--- src/rtl/npcnn_pkg.sv ---
`default_nettype none
// ============================================================================
// Module   : npcnn_pkg
// Purpose  : Shared widths, state encoding and output-size helper for the CNN.
// Revision : 1.0
// ============================================================================
package npcnn_pkg;

    localparam int RES_W = 20;

    localparam logic [1:0] ST_IDLE    = 2'd0;
    localparam logic [1:0] ST_COLLECT = 2'd1;
    localparam logic [1:0] ST_DRAIN   = 2'd2;

    // Output feature-map edge; engine and collector must agree on this.
    function automatic int o_size_f(input int a_size, input int f_size,
                                    input int stride, input int pad);
        return (a_size + 2 * pad - f_size) / stride + 1;
    endfunction

endpackage
`default_nettype wire

--- src/rtl/npcnn_result_buf.sv ---
`default_nettype none
// ============================================================================
// Module   : npcnn_result_buf
// Purpose  : DEPTH x W register array, one synchronous write, one async read.
// Revision : 1.0
// ============================================================================
module npcnn_result_buf #(
    parameter int DEPTH = 16,
    parameter int AW    = 4,
    parameter int W     = 20
) (
    input  logic          clk,
    input  logic          we_i,
    input  logic [AW-1:0] waddr_i,
    input  logic [W-1:0]  wdata_i,
    input  logic [AW-1:0] raddr_i,
    output logic [W-1:0]  rdata_o
);

    logic [W-1:0] mem_q [DEPTH];

    always_ff @(posedge clk) begin
        if (we_i) begin
            mem_q[waddr_i] <= wdata_i;
        end
    end

    assign rdata_o = mem_q[raddr_i];

endmodule
`default_nettype wire

--- src/rtl/npcnn_result_collector.sv ---
`default_nettype none
// ============================================================================
// Module   : npcnn_result_collector
// Purpose  : Buffers one output feature map, then drains it (optional ReLU)
//            over valid/ready with row/col tags.
// Revision : 1.0
// ============================================================================
module npcnn_result_collector
    import npcnn_pkg::*;
#(
    parameter int a_size     = 6,
    parameter int f_size     = 3,
    parameter int stride     = 1,
    parameter int zeropoping = 0,
    parameter int relu       = 1,
    localparam int O_SIZE = o_size_f(a_size, f_size, stride, zeropoping),
    localparam int DEPTH  = O_SIZE * O_SIZE,
    localparam int AW     = (DEPTH > 1) ? $clog2(DEPTH) : 1,
    localparam int CW     = (O_SIZE > 1) ? $clog2(O_SIZE) : 1,
    localparam int CNT_W  = $clog2(DEPTH + 1)
) (
    input  logic             clk,
    input  logic             reset,
    input  logic             start,
    input  logic [RES_W-1:0] in_data,
    input  logic             in_valid,
    input  logic             in_done,
    output logic [RES_W-1:0] out_data,
    output logic             out_valid,
    input  logic             out_ready,
    output logic [CW-1:0]    out_row,
    output logic [CW-1:0]    out_col,
    output logic             busy,
    output logic             frame_done,
    output logic             overflow,
    output logic             underrun
);

    logic [1:0]       state_q, state_d;
    logic [AW-1:0]    wr_ptr_q;
    logic [CNT_W-1:0] count_q, rd_ptr_q;
    logic [CW-1:0]    row_q, col_q;
    logic             frame_done_q, overflow_q, underrun_q;

    logic             w_wr, w_hs, w_last, w_drain_end;
    logic [CNT_W-1:0] w_cnt_next;
    logic [RES_W-1:0] w_rd;

    assign w_wr        = (state_q == ST_COLLECT) && in_valid && (count_q < CNT_W'(DEPTH));
    assign w_cnt_next  = count_q + CNT_W'(w_wr);
    assign w_hs        = out_valid && out_ready;
    assign w_last      = w_hs && (rd_ptr_q == count_q - CNT_W'(1));
    assign w_drain_end = (count_q == '0) || w_last;

    npcnn_result_buf #(
        .DEPTH (DEPTH),
        .AW    (AW),
        .W     (RES_W)
    ) u_buf (
        .clk     (clk),
        .we_i    (w_wr),
        .waddr_i (wr_ptr_q),
        .wdata_i (in_data),
        .raddr_i (rd_ptr_q[AW-1:0]),
        .rdata_o (w_rd)
    );

    always_ff @(posedge clk or negedge reset) begin
        if (!reset) begin
            state_q <= ST_IDLE;
        end else begin
            state_q <= state_d;
        end
    end

    always_comb begin
        state_d = state_q;
        case (state_q)
            ST_IDLE:    if (start) state_d = ST_COLLECT;
            ST_COLLECT: if ((count_q == CNT_W'(DEPTH)) || in_done) state_d = ST_DRAIN;
            ST_DRAIN:   if (w_drain_end) state_d = ST_IDLE;
            default:    state_d = ST_IDLE;
        endcase
    end

    always_comb begin
        busy      = (state_q == ST_COLLECT) || (state_q == ST_DRAIN);
        out_valid = (state_q == ST_DRAIN) && (rd_ptr_q < count_q);
        out_data  = '0;
        if (out_valid) begin
            out_data = ((relu != 0) && w_rd[RES_W-1]) ? '0 : w_rd;
        end
    end

    always_ff @(posedge clk or negedge reset) begin
        if (!reset) begin
            wr_ptr_q     <= '0;
            rd_ptr_q     <= '0;
            count_q      <= '0;
            row_q        <= '0;
            col_q        <= '0;
            frame_done_q <= 1'b0;
            overflow_q   <= 1'b0;
            underrun_q   <= 1'b0;
        end else begin
            frame_done_q <= 1'b0;
            case (state_q)
                ST_IDLE: begin
                    if (start) begin
                        wr_ptr_q   <= '0;
                        rd_ptr_q   <= '0;
                        count_q    <= '0;
                        row_q      <= '0;
                        col_q      <= '0;
                        overflow_q <= 1'b0;
                        underrun_q <= 1'b0;
                    end
                end
                ST_COLLECT: begin
                    if (w_wr) begin
                        wr_ptr_q <= wr_ptr_q + AW'(1);
                        count_q  <= w_cnt_next;
                    end
                    if (in_valid && !w_wr) overflow_q <= 1'b1;
                    // The same-cycle word counts toward a complete frame.
                    if (in_done && (w_cnt_next < CNT_W'(DEPTH))) underrun_q <= 1'b1;
                end
                ST_DRAIN: begin
                    if (in_valid) overflow_q <= 1'b1;
                    if (w_hs) begin
                        rd_ptr_q <= rd_ptr_q + CNT_W'(1);
                        if (col_q == CW'(O_SIZE - 1)) begin
                            col_q <= '0;
                            row_q <= row_q + CW'(1);
                        end else begin
                            col_q <= col_q + CW'(1);
                        end
                    end
                    if (w_drain_end) frame_done_q <= 1'b1;
                end
                default: ;
            endcase
        end
    end

    assign out_row    = row_q;
    assign out_col    = col_q;
    assign frame_done = frame_done_q;
    assign overflow   = overflow_q;
    assign underrun   = underrun_q;

endmodule
`default_nettype wire

--- config.mk ---
export PLATFORM = sky130hd
export DESIGN_NAME = npcnn_result_collector
export DESIGN_NICKNAME = d
export VERILOG_FILES = /design/src/rtl/npcnn_pkg.sv /design/src/rtl/npcnn_result_buf.sv /design/src/rtl/npcnn_result_collector.sv
export SDC_FILE = /design/constraint.sdc
export NUM_CORES = 1
export LEC_CHECK = 0
export CAP_MARGIN = 20
export CORE_MARGIN = 4
export CORE_UTILIZATION = 53
export DETAILED_ROUTE_END_ITERATION = 8
export MAX_ROUTING_LAYER = met4
export PLACE_DENSITY_LB_ADDON = 0.05
export SLEW_MARGIN = 20
export SYNTH_ARGS = -nofsm -noshare
export SYNTH_HDL_FRONTEND = slang
export SYNTH_HIERARCHICAL = 1
export SYNTH_SLANG_ARGS = --single-unit
--- constraint.sdc ---
create_clock -name clk -period 3.3 [get_ports clk]
set_input_delay 0.66 -clock clk [delete_from_list [all_inputs] [get_ports clk]]
set_output_delay 0.66 -clock clk [all_outputs]
set_load 0.01 [all_outputs]
-- Word level (Yosys, flattened, before mapping)
Memory sizes are Yosys's and may differ from the RTL's.
Index checks and enable logic that the tools add are counted.
- memories kept: 1
- memory bits (writable): 320
- input port bits: 26
- flip-flop bits (word level): 23
- output and inout port bits: 29
- word-level logic and storage cells: 86
- eq/ne operators: 14
- reductions and logical operators: 22
- add/subtract/negate cells: 6
- mux-type cells: 31
- magnitude comparators: 3
- memory list (memory ; words ; bits a word ; rd ports ; clocked after memory_dff ; write ports ; RTL line ; text):
    u_buf.mem_q ; 16 ; 20 ; 1 ; 0 ; 1 ; npcnn_result_buf.sv:20 ; logic [W-1:0] mem_q [DEPTH];
- operators by type and width (cell ; number):
    2-to-1 mux 19 bit ; 2
    one-hot mux 5 bit (2 select lines) ; 2
    2-to-1 mux 2 bit ; 8
    2-to-1 mux 5 bit ; 3
    AND reduction 3 bit ; 4
    < comparator 5 bit (second input constant) ; 2
    != test 2 bit (second input constant) ; 5
    2-to-1 mux 1 bit ; 8
    2-to-1 mux 4 bit ; 2
    != test 2 x 1 -> 1 bit (second input constant) ; 4
    one-hot mux 2 bit (2 select lines) ; 2
    one-hot mux 4 bit (2 select lines) ; 1
    AND reduction 4 bit ; 2
    logical AND 1 bit ; 7
    one-hot mux 2 bit (3 select lines) ; 1
    adder 5 x 1 -> 5 bit ; 1
    adder 5 x 1 -> 5 bit (second input constant) ; 1
    == test 5 bit ; 1
    == test 5 bit (second input constant) ; 1
    zero test 5 bit ; 1
    < comparator 5 bit ; 1
    subtractor 5 x 1 -> 5 bit (second input constant) ; 1
    adder 2 x 1 -> 2 bit (second input constant) ; 2
    adder 4 x 1 -> 4 bit (second input constant) ; 1
    other kinds (9) ; 13

-- Depth between registers and ports, before layout
Gate-level depths: netlist (run 1).
- depth in word-level cells: 8
- depth in mapped cells: 11
- depth with buffers taken out: 10

-- Modules after synthesis
The synthesis (run 1) kept the hierarchy.
- by module, submodules not included (module ; sequential area each (um2) ; cells an instance ; instances ; area each (um2)):
    npcnn_result_buf ; 9609.2 ; 513 ; 1 ; 12130.4
    npcnn_result_collector ; 575.6 ; 187 ; 1 ; 1754.2

-- Worst setup path after synthesis (run 1)
No wires, ideal clock.
- kind: register -> register
- from: register state_q[1]
- to: memory u_buf.mem_q[0][0], enable pin
- slack: -0.207 ns
- library setup time: 0.422 ns
- cell stages (with the launch flop): 8
- data required time: 2.878 ns
- clock period less this slack: 3.507 ns
- buffers on the path: 1
- data arrival time: 3.085 ns
- cell sequence: dfrtp_1 > inv_1 > ha_1 > clkbuf_1 > nand3b_1 > inv_1 > or3b_2 > nor3_1
- word-level cells in the longest chain between the ends: 5
- RTL lines (element ; RTL line ; text):
    start: declaration ; npcnn_result_collector.sv:39 ; logic [1:0] state_q, state_d;
    start signal: assignment ; npcnn_result_collector.sv:72 ; state_q <= state_d;
    == test 2 x 1 -> 1 bit ; npcnn_result_collector.sv:49 ; assign w_wr = (state_q == ST_COLLECT) && in_valid && (count_q < CNT_W'(DEPTH));
    logical AND 1 bit (2 in a row) ; npcnn_result_collector.sv:49 ;
    named net w_wr ; npcnn_result_collector.sv:45 ; logic w_wr, w_hs, w_last, w_drain_end;
    2-to-1 mux 1 bit ; npcnn_result_buf.sv:23 ; if (we_i) begin
    2-to-1 mux 1 bit (not written as such) ; npcnn_result_buf.sv:24 ; mem_q[waddr_i] <= wdata_i;
    end: declaration ; npcnn_result_buf.sv:20 ;
The timed path passes the listed nets, and every way through them passes these cells.

-- Worst setup path in the final report (run 1)
- from: register rd_ptr_q[0]
- to: output port out_data[8]
- word-level cells in the longest chain between the ends: 3
- elaborated cells between the ends (all ways): 5
- classes of those cells: 1 x order compare; 2 x mux; 1 x reduce/logical; 1 x memory
- RTL lines (element ; RTL line ; text):
    start: declaration ; npcnn_result_collector.sv:41 ; logic [CNT_W-1:0] count_q, rd_ptr_q;
    start signal: assignment ; npcnn_result_collector.sv:131 ; rd_ptr_q <= rd_ptr_q + CNT_W'(1);
    memory read (16 x 20 bit) / < comparator 5 bit (equally long branches) ; n/a ;
    2-to-1 mux 19 bit / logical AND 1 bit (equally long branches) ; npcnn_result_collector.sv:91, npcnn_result_collector.sv:88 ;
    2-to-1 mux 19 bit * ; npcnn_result_collector.sv:90 ; if (out_valid) begin
    end: declaration ; npcnn_result_collector.sv:28 ; output logic [RES_W-1:0] out_data,
Mark *: on every way between the ends. The rest lies on a longest branch, timed or not.

==> metrics.csv, run 1 <==
metric,value,unit
run_status,"complete, no violations",
path_max_fanout,8,
initial_utilization,0.545,
first_pass_iters,5,
fp.dieArea,0.0289,sq mm
fin_crit_sh,0.976,
power_per_cell_area,738,mW/mm^2
cts-hold-fix-buffers,0,
max_clock_freq,311,MHz
period_minus_slack,3.22,ns
final.setup.tns,0,ns
dp_hpwl,17300,um
critical_path_arrival,2.56,ns
timing.hold.worst_path_depth,1,
synth-warning-count,6,
die_h,170,um
grt_first_pass_wirelength,47700,um
routed_wire_per_std_cell,26.7,um
flow.area_growth_from_synthesis,20.4,%
placeable_core_area,0.0255,sq mm
worst_setup_path_startpoint,rd_ptr_q[0]$_DFFE_PN0P_,
finalSetupViolCount,0,
worst_slack,0.0806,ns
io_pins,55,
drive_above_1_share,0.316,
nFillCells,1681,
synth-edff-count,320,
clock_sink_count,343,
die_boundary_width,170,um
io_buffers,53,
critical_path.endpoint_type,output pin,
final-hold-violation-count,0,
syn-instance-count,700,
number_of_design_rule_violations_left_by_the_first_detailed_router_iteration,716,
grtUsageTotal,0.230,
power.leakage,5.64,nW
grt_pass1_vias,7538,
worst_skew_pair.late_latency,0.52,ns
globalplace.congestion,0.826,
slew_violations,0,
cell_area_synth,0.0139,sq mm
timing.max_slew.rel_slack,0.355,
synth_sequential_area_ratio,0.734,
finalClockSkew,0.0205,ns
max_cap_viol_count,0,
drtAntennaViolNets,0,
nets,863,
dp_worst_setup_slack,0.143,ns
timing.rr.end,u_buf/mem_q[2][3]$_DFFE_PP_,
clk_pin_slew,0.06,ns
routed_wirelength,31600,um
cts_tree,built,
hold_path.class,reg -> reg,
routed_via_density,6.18,
critPathRequiredTime,2.64,ns
timing_worst_slew_pin_value,0.964,ns
cts.path.max_buffers,3,
timing.critical_path.from_type,flop,
yosysUniqueCellTypes,55,
synth-seq-cells,343,
syn-num-nets,742,
grt_overflow_total,0,
antenna_found_initial,0,
setup_repair_after_global_routing_missed_its_margin,yes,
placementRows,58,
grt_max_degree,42,
critPathCapture,out_data[8],
syn_avg_cell_area,19.8,sq um
vdd_drop_max,0.000425,V
dr_total_vias,7297,
ctsHtreeMaxLevel,2,
crit-reg2reg-launch,state_q[1]$_DFFE_PN0P_,
cts_buffers,36,
synth_async_sr_flop_share,0.0671,
worstSetupPathType,reg -> out,
route.detailed.drc,0,
synthFlopType,edfxtp_1,
cts_root_buf,clkbuf_16,
r2r.worst_path.cells,7,
ff2ff_setup_slack,0.54,ns
[sequential cells by signal (all words and copies together) (netlist names)]
| name | flops |
|---|---|
| out_row | 2 |
| state_q | 2 |
| u_buf/mem_q | 320 |
| wr_ptr_q | 4 |
| count_q | 5 |
| underrun | 1 |
| rd_ptr_q | 5 |
| overflow | 1 |
| frame_done | 1 |
| out_col | 2 |
[cell usage in the layout (no fill, tap or decap), drive strengths merged, types with 2 or more instances in the layout]
cell and n:
xor2 4, a22o 3, o21ai 3, a31oi 2, a221o 5, clkdlybuf4s50 34, nor4b 2, nand2 33
xnor2 6, clkinvlp 3, clkbuf 43, nor4 2, clkinv 18, and2 23, a22oi 40, o221ai 2
buf 80, nor2 26, inv 11, mux4 80, o31ai 2, mux2i 4, nand3b 3, nand4 3
nand3 5, nor3 7, a21oi 5, nor2b 6, a211o 4, and3 7, ha 16, edfxtp 320
dfrtp 23, nand2b 4, bufinv 5, mux2 2
[worst min path at each step]
stage | startpoint | endpoint | slack [ns]
after CTS | overflow$_DFFE_PN0P_ | overflow$_DFFE_PN0P_ | 0.51
final | overflow$_DFFE_PN0P_ | overflow$_DFFE_PN0P_ | 0.51
after global routing | overflow$_DFFE_PN0P_ | overflow$_DFFE_PN0P_ | 0.54
after floorplan | reset | count_q[0]$_DFFE_PN0P_ | 0.36
after global placement | overflow$_DFFE_PN0P_ | overflow$_DFFE_PN0P_ | 0.49
after detailed placement | overflow$_DFFE_PN0P_ | overflow$_DFFE_PN0P_ | 0.50
[metal layers]
layer	up-vias	wire [um]	track usage
li1	3142	-	-
met4	0	801	0.0581
met5	-	0	-
met2	246	15100	0.355
met1	3852	13600	0.327
met3	57	2020	0.0388
[critical path, cell delays in order, from the launching register on]
cell and delay [ns]:
dfrtp_4 0.55, buf_6 0.15, inv_2 0.05, ha_2 0.16
nor2b_2 0.04, o2111ai_1 0.21, and2_4 0.20, and2b_2 0.18
buf_6 0.14, buf_12 0.14, and2_4 0.15, buf_6 0.09
[cell type report]
type                            instances  area (sq um)  area share
Sequential cell                       343         10200       0.610
Multi-Input combinational cell        312          3590       0.215
Timing Repair Buffer                  117          1240      0.0744
Clock buffer                           40           958      0.0574
Tap cell                              330           413      0.0247
Clock inverter                         26           274      0.0164
Inverter                               11          41.3     0.00247
Antenna cell                            1          2.50    0.000150
[timing repair]
item | 4_1_cts | 5_1_grt
pin swaps | 3 | 12
buffers inserted | 7 | 3
setup endpoints to repair | 19 | 19
gates resized for setup | 95 | 31
gates cloned | 5 | 3
[cell usage after synthesis, types with 7 or more instances]
cell type | number | area (sq um)
a22oi_1 | 40 | 300
and2_1 | 22 | 138
and3_1 | 7 | 43.8
clkbuf_1 | 18 | 67.6
dfrtp_1 | 23 | 576
edfxtp_1 | 320 | 9610
ha_1 | 16 | 200
inv_1 | 11 | 41.3
mux4_1 | 16 | 420
mux4_2 | 64 | 1440
nand2_1 | 33 | 124
nor2_1 | 25 | 93.8
nor3_1 | 7 | 35.0
[logic make-up (layout without fill, tap and decap cells)]
kind of cell	count (synthesis)	after routing	share of synthesized area
adders and majority gates	16	16	0.0144
muxes	86	86	0.139
buffers and inverters	45	194	0.0172
DFF	343	343	0.734
and+or+nand+nor	125	125	0.0465
xor gates and xnor gates	10	10	0.00631
AOI/OAI and AO/OA	74	74	0.0432
other	1	2	0.000270
[power breakdown]
group	switching [mW]	internal (mW)	total [mW]
Sequential	0.136	4.94	5.07
Combinational	1.54	1.59	3.13
Clock	1.64	2.50	4.13
[through the flow]
step           hold WS [ns]  area (sq um)  std cells  total power [mW]   util
2_1_floorplan         0.364         13900        700              7.00      -
3_3_place_gp          0.493         15100       1097              7.80  0.594
3_5_place_dp          0.496         15100       1097              7.87  0.594
4_1_cts               0.510         16500       1175              12.3  0.649
5_1_grt               0.545         16700       1179              12.9  0.656
6_report              0.505         16700       1180              12.3  0.656
Power figures use the tool's default switching activity.
==> run 2, diff against run 1 <==
--- a/config.mk
+++ b/config.mk
@@ -10,2 +10,3 @@
 export CORE_UTILIZATION = 53
+export CTS_BUF_LIST = sky130_fd_sc_hd__clkbuf_8
 export DETAILED_ROUTE_END_ITERATION = 8
--- a/constraint.sdc
+++ b/constraint.sdc
@@ -3,2 +3,2 @@
 set_output_delay 0.66 -clock clk [all_outputs]
-set_load 0.01 [all_outputs]
+set_load 0.1 [all_outputs]
==> metrics.csv, run 2 (same netlist as run 1, synthesis figures left out) <==
metric,value,unit
run_status,finished with violations,
violated_checks,negative setup slack,
worstSetupPathType,reg -> out,
largest-register,u_buf/mem_q,
setup_repair_after_global_routing_missed_its_margin,yes,
drive_above_1_share,0.334,
r2r.worst_path.cells,7,
finalSetupViolCount,19,
routed_wire_per_std_cell,24.9,um
antenna_cells,0,
ctsHtreeMaxLevel,2,
grt_first_pass_wirelength,46500,um
io_buffers,53,
finalClockSkew,0.0200,ns
ff2ff_setup_slack,0.62,ns
vdd_drop_max,0.000908,V
routed_via_density,5.96,
critPathRequiredTime,2.64,ns
routed_wirelength,30500,um
worst_hold_path_startpoint,overflow$_DFFE_PN0P_,
die_boundary_width,170,um
initial_utilization,0.545,
worst_slack,-0.0685,ns
first_pass_iters,5,
max_clock_freq,297,MHz
placementRows,58,
grt_overflow_total,0,
route.detailed.drc,0,
slew_violations,0,
max_cap_viol_count,0,
timing.hold.worst_endpoint,overflow$_DFFE_PN0P_,
cts_root_buf,clkbuf_8,
timing.max_slew.rel_slack,0.466,
power_per_cell_area,716,mW/mm^2
path_max_fanout,7,
placeable_core_area,0.0255,sq mm
clock_sink_count,343,
fp.dieArea,0.0289,sq mm
critical_path.endpoint_type,output pin,
flip_flop_count_of_the_largest_register_all_copies_and_words_added,320,
top_library_cells_by_usage_in_the_layout_fill_and_taps_aside,"edfxtp_1, buf_4, mux4_2, clkbuf_8, a22oi_1",
grt_max_degree,49,
worst_skew_pair.late_latency,0.58,ns
io_pins,55,
timing.hold.worst_path_depth,1,
nets,893,
flow.area_growth_from_synthesis,20.6,%
timing_worst_slew_pin_value,0.799,ns
grt_use_met2,0.364,
die_h,170,um
commonest_non_fill_non_tap_cell_in_the_layout,edfxtp_1,
largest_regs,"u_buf/mem_q (320), count_q (5), rd_ptr_q (5)",
dr_total_vias,7301,
crit-reg2reg-launch,state_q[1]$_DFFE_PN0P_,
critical_path_arrival,2.71,ns
multiInputGateArea,0.00361,sq mm
cts_tree,built,
period_minus_slack,3.37,ns
antenna_found_initial,0,
cts.path.max_buffers,3,
grtUsageMet3,0.0330,
sequential_cell_area,0.0102,sq mm
number_of_design_rule_violations_left_by_the_first_detailed_router_iteration,498,
timing.rr.end,u_buf/mem_q[3][18]$_DFFE_PP_,
met1_usage,0.300,
power.leakage,5.76,nW
finish.utilization,0.657,
cts-hold-fix-buffers,0,
drtAntennaViolNets,0,
grt_pass1_vias,7782,
globalplace.congestion,0.809,
fin_crit_sh,1.02,
hold_path.class,reg -> reg,
dp_hpwl,17900,um
final-hold-violation-count,0,
cts_buffers,55,
most_used_routing_layer,met2,
timing.critical_path.from_type,flop,
nFillCells,1696,
dp_worst_setup_slack,0.287,ns
clk_pin_slew,0.06,ns
grtUsageTotal,0.223,
[run 2: power by group]
part / switching [mW] / leakage (nW) / internal [mW]
logic: 1.95 / 1.97 / 1.64
clock network: 1.60 / 0.604 / 1.72
registers: 0.137 / 3.19 / 4.94
total: 3.68 / 5.76 / 8.30
[run 2: worst max path at each step]
stage | from | to | slack (ns) | depth (start not counted)
floorplan | count_q[3]$_DFFE_PN0P_ | out_data[0] | 0.01 | 7
global route | rd_ptr_q[0]$_DFFE_PN0P_ | out_data[0] | -0.18 | 8
finish | rd_ptr_q[0]$_DFFE_PN0P_ | out_data[17] | -0.07 | 8
detailed placement | count_q[3]$_DFFE_PN0P_ | out_data[16] | 0.29 | 9
CTS | rd_ptr_q[0]$_DFFE_PN0P_ | out_data[12] | -0.09 | 10
global placement | rd_ptr_q[0]$_DFFE_PN0P_ | out_data[8] | 0.36 | 7
[run 2: metrics by stage]
step | TNS [ns] | power (mW) | instances | hold WS [ns] | area, sq um
6_report | -1.01 | 12.0 | 1225 | 0.515 | 16700
2_1_floorplan | 0 | 7.47 | 700 | 0.364 | 13900
5_1_grt | -3.04 | 12.6 | 1225 | 0.553 | 16700
4_1_cts | -1.36 | 12.0 | 1216 | 0.522 | 16600
3_5_place_dp | 0 | 8.38 | 1103 | 0.506 | 15400
3_3_place_gp | 0 | 8.32 | 1103 | 0.498 | 15400
[run 2: worst max-delay path: stages (launching register included)]
cell	delay, ns
dfrtp_4	0.48
buf_12	0.14
mux4_2	0.50
a22oi_2	0.13
nand2_1	0.06
and2b_4	0.31
buf_8	0.16
and2_4	0.16
buf_12	0.17
[run 2: per-layer routing]
layer  vias to the layer above  wire length (um)
met5                         -                 0
met4                         0               782
met3                        62              1420
met2                       206             15400
met1                      3827             12900
li1                       3206                 -
[run 2: layout make-up]
type                    instances  share of cell area
flip-flops and latches        343               0.609
multi-input cells             312               0.215
repair buffers                128              0.0885
clock buffers                  59              0.0485
well taps                     330              0.0247
clock inverters                42              0.0119
inverters                      11             0.00247
[run 2: repair_timing]
item / in CTS / in global routing
cloned: 1 / 1
gates resized for setup: 27 / 19
pin swaps: 4 / 17
setup endpoints to repair: 19 / 19
endpoints found under the hold margin: 0 / 0
setup buffers: 11 / 8
==> run 3, diff against run 2 <==
--- a/constraint.sdc
+++ b/constraint.sdc
@@ -3,2 +3,2 @@
 set_output_delay 0.66 -clock clk [all_outputs]
-set_load 0.1 [all_outputs]
+set_load 0.05 [all_outputs]
==> metrics.csv, run 3 (same netlist as run 1, synthesis figures left out) <==
metric,value,unit
run_status,finished with violations,
violated_checks,negative setup slack,
placementRows,58,
flip_flop_count_of_the_largest_register_all_copies_and_words_added,320,
timing.critical_path.mode_cell,buf_12,
finish.utilization,0.646,
report.power.total,11.5,mW
dp_worst_setup_slack,0.372,ns
fp.dieArea,0.0289,sq mm
crit_slowest_cell,mux4_1,
hold_path.class,in -> async,
p_seq_frac,0.440,
globalplace.congestion,0.859,
commonest_non_fill_non_tap_cell_in_the_layout,edfxtp_1,
dp_hpwl,17800,um
nets,869,
worst_skew_pair.late_latency,0.57,ns
routed_wire_per_std_cell,25.6,um
top_library_cells_by_usage_in_the_layout_fill_and_taps_aside,"edfxtp_1, mux4_2, clkbuf_8, buf_4, a22oi_1",
period_minus_slack,3.41,ns
worstPathCellList,"buf_12, buf_16, mux4_1, a22oi_1, nand2_1, and2_1, buf_12",
route.detailed.drc,0,
worstSetupPathType,reg -> out,
drtAntennaViolNets,0,
flow.area_growth_from_synthesis,18.5,%
cp.buffers_inverters,3,
routed_wirelength,30600,um
finalSetupViolCount,19,
cts-hold-fix-buffers,0,
ctsHtreeMaxLevel,2,
power.leakage,5.57,nW
timing_worst_slew_pin_value,0.613,ns
grtUsageTotal,0.227,
crit_path_max_incr_delay,0.60,ns
worst_slack,-0.107,ns
io_buffers,53,
grt_pass1_vias,7776,
timing.max_slew.rel_slack,0.590,
max_clock_freq,294,MHz
initial_utilization,0.545,
power.share.switching,0.293,
nFillCells,1724,
cts_buffers,53,
largest-register,u_buf/mem_q,
share_clk_of_total_power,0.290,
final-hold-violation-count,0,
cts.path.max_buffers,3,
critical_path_depth,7,
cts_root_buf,clkbuf_8,
power_per_cell_area,701,mW/mm^2
grt_first_pass_wirelength,47200,um
grt_max_degree,43,
number_of_design_rule_violations_left_by_the_first_detailed_router_iteration,564,
setup_repair_after_global_routing_missed_its_margin,yes,
fin_crit_sh,1.03,
first_pass_iters,6,
critical_path_arrival,2.75,ns
antenna_found_initial,0,
placeable_core_area,0.0255,sq mm
timing.critical_path.from_type,flop,
dr_total_vias,7168,
cts_tree,built,
critPathRequiredTime,2.64,ns
path_max_fanout,21,
max_cap_viol_count,0,
r2r.worst_path.cells,7,
die_h,170,um
critical_path.endpoint_type,output pin,
clock_sink_count,343,
drive_above_1_share,0.306,
internal_power,8.16,mW
slew_violations,0,
routed_via_density,5.98,
die_boundary_width,170,um
finalClockSkew,0.0123,ns
combPwrFrac,0.269,
clk_pin_slew,0.06,ns
grt_overflow_total,0,
vdd_drop_max,0.000742,V
largest_regs,"u_buf/mem_q (320), count_q (5), rd_ptr_q (5)",
path_delay_family,multiplexers,
io_pins,55,
power.net_switching,3.38,mW
==> run 3: worst reg2reg max path, delay by kind of cell, from the launching register on <==
family	cells	cell delay (ns)
buffers and inverters	3	0.66
flip-flops	1	0.41
AND/OR/NAND/NOR	3	0.93
adder cells (fa/ha/maj)	1	0.35
==> run 3: layout make-up <==
type | count | area, sq um | area share
tap | 330 | 413 | 0.0251
clock buffer | 54 | 743 | 0.0452
inverter | 11 | 41.3 | 0.00251
multi-input combinational | 312 | 3570 | 0.217
timing repair buffer | 106 | 1230 | 0.0747
clock inverter | 41 | 263 | 0.0160
sequential | 343 | 10200 | 0.619
antenna | 1 | 2.50 | 0.000152
==> run 3: final timing paths <==
path	endpoint	slack, ns	start
setup / recovery	out_data[0]	-0.11	rd_ptr_q[0]$_DFFE_PN0P_
hold / removal	rd_ptr_q[4]$_DFFE_PN0P_	0.47	reset
setup reg to reg	u_buf/mem_q[3][12]$_DFFE_PP_	0.61	state_q[1]$_DFFE_PN0P_
hold reg to reg	overflow$_DFFE_PN0P_	0.51	overflow$_DFFE_PN0P_
max in group asynchronous	count_q[2]$_DFFE_PN0P_	2.22	reset
min in group clk	overflow$_DFFE_PN0P_	0.51	overflow$_DFFE_PN0P_
==> run 3: per-stage QoR <==
stage | cell area, sq um | hold slack [ns] | TNS, ns | instances
final | 16500 | 0.470 | -1.21 | 1198
after global routing | 16500 | 0.475 | -3.52 | 1197
after CTS | 16400 | 0.441 | -1.93 | 1197
after detailed placement | 15300 | 0.508 | 0 | 1096
after global placement | 15300 | 0.492 | 0 | 1096
after floorplan | 13900 | 0.364 | 0 | 700
==> run 3: power groups by stage <==
stage                     Combinational, mW  Clock [mW]  Sequential (mW)
after floorplan                        2.01           0             5.19
after global placement                 2.90           0             5.16
after detailed placement               2.95           0             5.18
after CTS                              3.11        3.43             5.08
after global routing                   3.37        3.65             5.10
final                                  3.10        3.35             5.08
==> run 3: per-layer routing <==
metal,share of wire,track usage,up-vias
li1,-,-,3142
met1,0.43,0.305,3752
met2,0.50,0.361,218
met3,0.057,0.0483,56
met4,0.021,0.0599,0
met5,0,-,-
==> run 3: what timing repair did <==
action	4_1_cts	5_1_grt
pin swaps	1	2
setup endpoints to repair	19	19
buffers inserted	5	0
gates cloned	1	0
gates resized for setup	17	7
